File: src/rtl/bus_pkg.sv
// Shared definitions for the datapath bus arbiter: source indices, arbiter
// states and a one-hot helper.
package bus_pkg;

  localparam int unsigned NUM_SRC = 4;
  localparam int unsigned SRC_W   = 2;

  localparam logic [SRC_W-1:0] SRC_ALU = 2'd0;
  localparam logic [SRC_W-1:0] SRC_MEM = 2'd1;
  localparam logic [SRC_W-1:0] SRC_REG = 2'd2;
  localparam logic [SRC_W-1:0] SRC_CTL = 2'd3;

  typedef enum logic [1:0] {
    StIdle,
    StGrant,
    StTurn
  } arb_state_e;

  function automatic logic [NUM_SRC-1:0] src_onehot(input logic [SRC_W-1:0] idx);
    logic [NUM_SRC-1:0] v;
    v      = '0;
    v[idx] = 1'b1;
    return v;
  endfunction

endpackage

File: src/rtl/rr_pick.sv
// Combinational round-robin selector: searches from last+1 upward with wrap,
// optionally skipping one index (the current owner during preemption).
module rr_pick
  import bus_pkg::*;
(
  input  logic [NUM_SRC-1:0] req,
  input  logic [SRC_W-1:0]   last,
  input  logic               exclude_en,
  input  logic [SRC_W-1:0]   exclude_idx,
  output logic               found,
  output logic [SRC_W-1:0]   winner
);

  logic [NUM_SRC-1:0] cand;

  assign cand = exclude_en ? (req & ~src_onehot(exclude_idx)) : req;

  // k = NUM_SRC wraps back to last itself, giving it lowest priority.
  always_comb begin
    found  = 1'b0;
    winner = '0;
    for (int unsigned k = 1; k <= NUM_SRC; k++) begin
      if (!found && cand[last + SRC_W'(k)]) begin
        found  = 1'b1;
        winner = last + SRC_W'(k);
      end
    end
  end

endmodule

File: src/rtl/bus_arbiter.sv
// Round-robin owner of the shared 16-bit datapath bus with registered one-hot
// drive enables. Define BUS_ARB_TURNAROUND_EN to insert one dead cycle per hand-off.
module bus_arbiter
  import bus_pkg::*;
#(
  parameter int unsigned MAX_HOLD = 8,
  parameter int unsigned HOLD_W   = 4
) (
  input  logic               clk,
  input  logic               rst,
  input  logic [NUM_SRC-1:0] req,
  output logic               alu_out_en,
  output logic               mem_out_en,
  output logic               reg_out_en,
  output logic               ctl_out_en,
  output logic [SRC_W-1:0]   bus_sel,
  output logic               busy,
  output logic               preempt
);

  // Last hold count before a forced hand-off; with MAX_HOLD = 0 it only marks saturation.
  localparam logic [HOLD_W-1:0] HoldLast = (MAX_HOLD == 0) ? {HOLD_W{1'b1}}
                                                           : HOLD_W'(MAX_HOLD - 1);

  arb_state_e         state_q, state_d;
  logic [SRC_W-1:0]   sel_q, sel_d;
  logic [SRC_W-1:0]   last_q, last_d;
  logic [HOLD_W-1:0]  hold_q, hold_d;
  logic [NUM_SRC-1:0] grant_q, grant_d;
  logic               busy_q, busy_d;
  logic               preempt_q, preempt_d;

  logic               pick_found;
  logic [SRC_W-1:0]   pick_winner;
  logic               owner_held;
  logic               others_pending;

  assign owner_held     = req[sel_q];
  assign others_pending = |(req & ~src_onehot(sel_q));

  rr_pick u_rr_pick (
    .req         (req),
    .last        (last_q),
    .exclude_en  (state_q == StGrant),
    .exclude_idx (sel_q),
    .found       (pick_found),
    .winner      (pick_winner)
  );

  always_comb begin
    state_d   = state_q;
    sel_d     = sel_q;
    last_d    = last_q;
    hold_d    = hold_q;
    preempt_d = 1'b0;

    unique case (state_q)
      StIdle: begin
        if (pick_found) begin
          state_d = StGrant;
          sel_d   = pick_winner;
          last_d  = pick_winner;
          hold_d  = '0;
        end
      end

      StGrant: begin
        if (!owner_held || ((MAX_HOLD != 0) && (hold_q == HoldLast) && others_pending)) begin
          preempt_d = owner_held;
          hold_d    = '0;
          if (pick_found) begin
`ifdef BUS_ARB_TURNAROUND_EN
            state_d = StTurn;
            sel_d   = '0;
`else
            state_d = StGrant;
            sel_d   = pick_winner;
            last_d  = pick_winner;
`endif
          end else begin
            state_d = StIdle;
            sel_d   = '0;
          end
        end else if (hold_q != HoldLast) begin
          hold_d = hold_q + 1'b1;
        end
      end

      StTurn: begin
        hold_d = '0;
        if (pick_found) begin
          state_d = StGrant;
          sel_d   = pick_winner;
          last_d  = pick_winner;
        end else begin
          state_d = StIdle;
          sel_d   = '0;
        end
      end

      default: begin
        state_d = StIdle;
        sel_d   = '0;
        hold_d  = '0;
      end
    endcase
  end

  // Enables are derived from the next state so they register in the same edge as it.
  always_comb begin
    busy_d  = (state_d == StGrant);
    grant_d = busy_d ? src_onehot(sel_d) : '0;
  end

  always_ff @(posedge clk or negedge rst) begin
    if (!rst) begin
      state_q   <= StIdle;
      sel_q     <= '0;
      last_q    <= SRC_CTL;
      hold_q    <= '0;
      grant_q   <= '0;
      busy_q    <= 1'b0;
      preempt_q <= 1'b0;
    end else begin
      state_q   <= state_d;
      sel_q     <= sel_d;
      last_q    <= last_d;
      hold_q    <= hold_d;
      grant_q   <= grant_d;
      busy_q    <= busy_d;
      preempt_q <= preempt_d;
    end
  end

  assign alu_out_en = grant_q[SRC_ALU];
  assign mem_out_en = grant_q[SRC_MEM];
  assign reg_out_en = grant_q[SRC_REG];
  assign ctl_out_en = grant_q[SRC_CTL];
  assign bus_sel    = sel_q;
  assign busy       = busy_q;
  assign preempt    = preempt_q;

endmodule

File: config.mk
export PLATFORM = sky130hd
export DESIGN_NAME = bus_arbiter
export DESIGN_NICKNAME = d
export VERILOG_FILES = /design/src/rtl/bus_pkg.sv /design/src/rtl/rr_pick.sv /design/src/rtl/bus_arbiter.sv
export SDC_FILE = /design/constraint.sdc
export NUM_CORES = 1
export LEC_CHECK = 0
export BUFFER_PORTS_ARGS = -buffer_cell sky130_fd_sc_hd__buf_2
export CORE_MARGIN = 2
export CORE_UTILIZATION = 25
export DETAILED_ROUTE_END_ITERATION = 8
export PLACE_DENSITY_LB_ADDON = 0.05
export SETUP_SLACK_MARGIN = 0.3
export SYNTH_ARGS = -nofsm -noshare
export SYNTH_HDL_FRONTEND = slang
export SYNTH_SLANG_ARGS = --single-unit
File: constraint.sdc
create_clock -name clk -period 5.01 [get_ports clk]
set_input_delay 1.002 -clock clk [delete_from_list [all_inputs] [get_ports clk]]
set_output_delay 1.002 -clock clk [all_outputs]
set_load 0.01 [all_outputs]
==> flow_summary.json <==
{
  "status": "finished, final reports clean",
  "path_max_fanout": 9,
  "critPathCaptureType": "register",
  "stdcell_count": 169,
  "holdCritPathClass": "register to register",
  "grtUsageTotal": 0.111,
  "cts.sinks": 16,
  "num_antenna_cells": 0,
  "cts_made_buffers": 3,
  "cp_top_family": "compound AO/OA/AOI/OAI gates",
  "core_area_um2": 4060,
  "crit_start": "req[3]",
  "wirelength_mm": 2.54,
  "timing.rr.start": "bus_sel[1]",
  "slowest_delay_ps": 540,
  "ff_latch_area_um2": 403,
  "fin_ws_ps": 2430,
  "cpMaxStageDelayCell": "or4b_1",
  "startpoint_type": "input port",
  "cts_tree": "built",
  "firstDrtPassIters": 4,
  "viasPerCell": 5.25,
  "syn_avg_cell_area_um2": 10.0,
  "final-setup-viol-count": 0,
  "synth-seq-cells": 16,
  "fmax_mhz": 387,
  "rsz0062_at_grt": "false",
  "wl_per_cell_um": 15.0,
  "area_growth_pct": 13.4,
  "ant_nets": 0,
  "cp.required_ps": 5150,
  "cts_hold_repair.buffers": 0,
  "gr-total-overflow": 0,
  "period_minus_slack_ps": 2580,
  "worstSkewPairLatency_ps": 250,
  "hold_violations": 0,
  "critPathBufInv": 1,
  "dpl.hpwl_mm": 1.89,
  "crit_type": "input port to register",
  "drcViolationCount": 0,
  "ir_drop_mv": 0.193,
  "dp_cells": 165,
  "fillCellCount": 434,
  "die_w_um": 69.5,
  "worstPathCellList": "buf_2 -> or4b_1 -> o32a_1 -> a21oi_4 -> a22oi_2 -> a2111oi_2",
  "chipHeight_um": 69.5,
  "tns_ps": 0,
  "leakagePower_nw": 0.524,
  "netlist_instances": 107,
  "htreeDepth": 1,
  "ys_warn_count": 0,
  "fin_nets": 127,
  "drt_iter0_markers": 35,
  "ys.flop_type": "dfrtp_1",
  "hp-start": "last_q[0]",
  "multiInputGateArea_um2": 606,
  "maxCapViolCount": 0,
  "routed-via-count": 887,
  "yosysTopAreaCell": "dfrtp_1",
  "grt_max_degree": 17,
  "layout_commonest_cell": "dfrtp_1",
  "io_buffers": 13,
  "antenna_found_initial": 0,
  "cts-root-buf": "clkbuf_8",
  "clock_skew_ps": 1.67,
  "clock_path_buffers": 2,
  "crit_arrival_ps": 2720,
  "syn_area_um2": 1070,
  "finalHoldWorstSlack_ps": 495,
  "dieArea_um2": 4830,
  "synth_top_area_frac": 0.326,
  "synthArstFlopShare": 1.00,
  "start_util": 0.265,
  "synth_nets": 114,
  "synth_edf_count": 0,
  "drive_gt1_frac": 0.244,
  "rows": 23,
  "final_cell_mix": "dfrtp_1 (14), buf_2 (13), nand2_1 (7), inv_1 (7)",
  "ys_seq_area_frac": 0.375,
  "grt_pass1_wl_mm": 4.31,
  "grt_pass1_vias": 883,
  "io_pins": 14,
  "p_per_area_nw_per_um2": 467,
  "slew_viol_final": 0,
  "min_period_over_period": 0.516,
  "gp_congestion": 0.749,
  "synthTopCellsByArea": "dfrtp_1 (33%), dfstp_2 (4.9%), a21oi_4 (3.0%), inv_1 (2.4%), mux4_1 (2.4%)",
  "synth_cell_type_count": 55,
  "clk_pin_slew_ps": 60,
  "post_cts_buffers": 0,
  "cts_resized": 0,
  "place_ws_ps": 2160
}
## report_power, final
group | switching, W | leakage (nW) | internal [W]
clock network | 0.0000432 | 0.0288 | 0.0000697
logic | 0.000126 | 0.294 | 0.000109
registers | 0.0000496 | 0.202 | 0.000171
total | 0.000219 | 0.524 | 0.000350
## cells in the mapped netlist, types with 2 or more instances
cell type   n
a21oi_1     5
a21oi_4     2
a22o_1      2
a22oi_1     2
and2b_2     2
buf_6       2
dfrtp_1    14
dfstp_2     2
inv_1       7
nand2_1     7
nand3_1     4
nand3b_1    2
nand4_1     2
nand4bb_1   2
nor2_1      5
nor3_1      2
o21a_1      2
o21ai_1     3
o22ai_1     3
or4b_1      2
## tightest hold or removal path, cell delays in order (launching register included)
cell and delay, ps:
dfstp_2 380, inv_1 50, o21ai_1 60
## metal layers
| layer | share of wire | GRT usage |
|---|---|---|
| met5 | 0 | 0 |
| met4 | 0 | 0.0261 |
| met3 | 0.043 | 0.0291 |
| met2 | 0.48 | 0.181 |
| met1 | 0.48 | 0.147 |
## area by class of cell
class / instances / area share
multi-input combinational: 79 / 0.497
sequential: 16 / 0.331
timing repair buffer: 13 / 0.0534
tap: 50 / 0.0514
clock buffer: 4 / 0.0452
inverter: 7 / 0.0216
## cell families (layout without fill, tap and decap cells)
kind of cell               count (synthesis)  count (layout)  share of synthesized area
buffers and inverters                     12              24                     0.0606
other                                      1               1                    0.00349
AOI/OAI and AO/OA                         36              36                      0.277
muxes                                      4               4                     0.0548
adders and majority gates                  1               1                     0.0117
DFF                                       16              16                      0.375
and+or+nand+nor                           37              37                      0.217
## path summary, 6_finish.rpt
check	end	slack [ps]	depth (start not counted)
max in group asynchronous	last_q[0]	4050	1
min in group asynchronous	grant_q[0]	660	1
hold reg to reg	last_q[0]	500	2
hold / removal	last_q[0]	500	2
setup reg to reg	grant_q[2]	2730	5
setup / recovery	grant_q[2]	2430	6
## per-stage QoR
step | cell area (um2) | total power (W) | utilization
2_1_floorplan | 1070 | 0.000399 | -
3_3_place_gp | 1160 | 0.000463 | 0.286
3_5_place_dp | 1160 | 0.000458 | 0.286
4_1_cts | 1220 | 0.000576 | 0.300
5_1_grt | 1220 | 0.000614 | 0.300
6_report | 1220 | 0.000569 | 0.300
## registers in the layout, indices dropped and copies added (netlist names)
signal,cells
hold_q,4
last_q,2
busy,1
grant_q,4
state_q,2
bus_sel,2
preempt,1
Power figures use the tool's default switching activity.
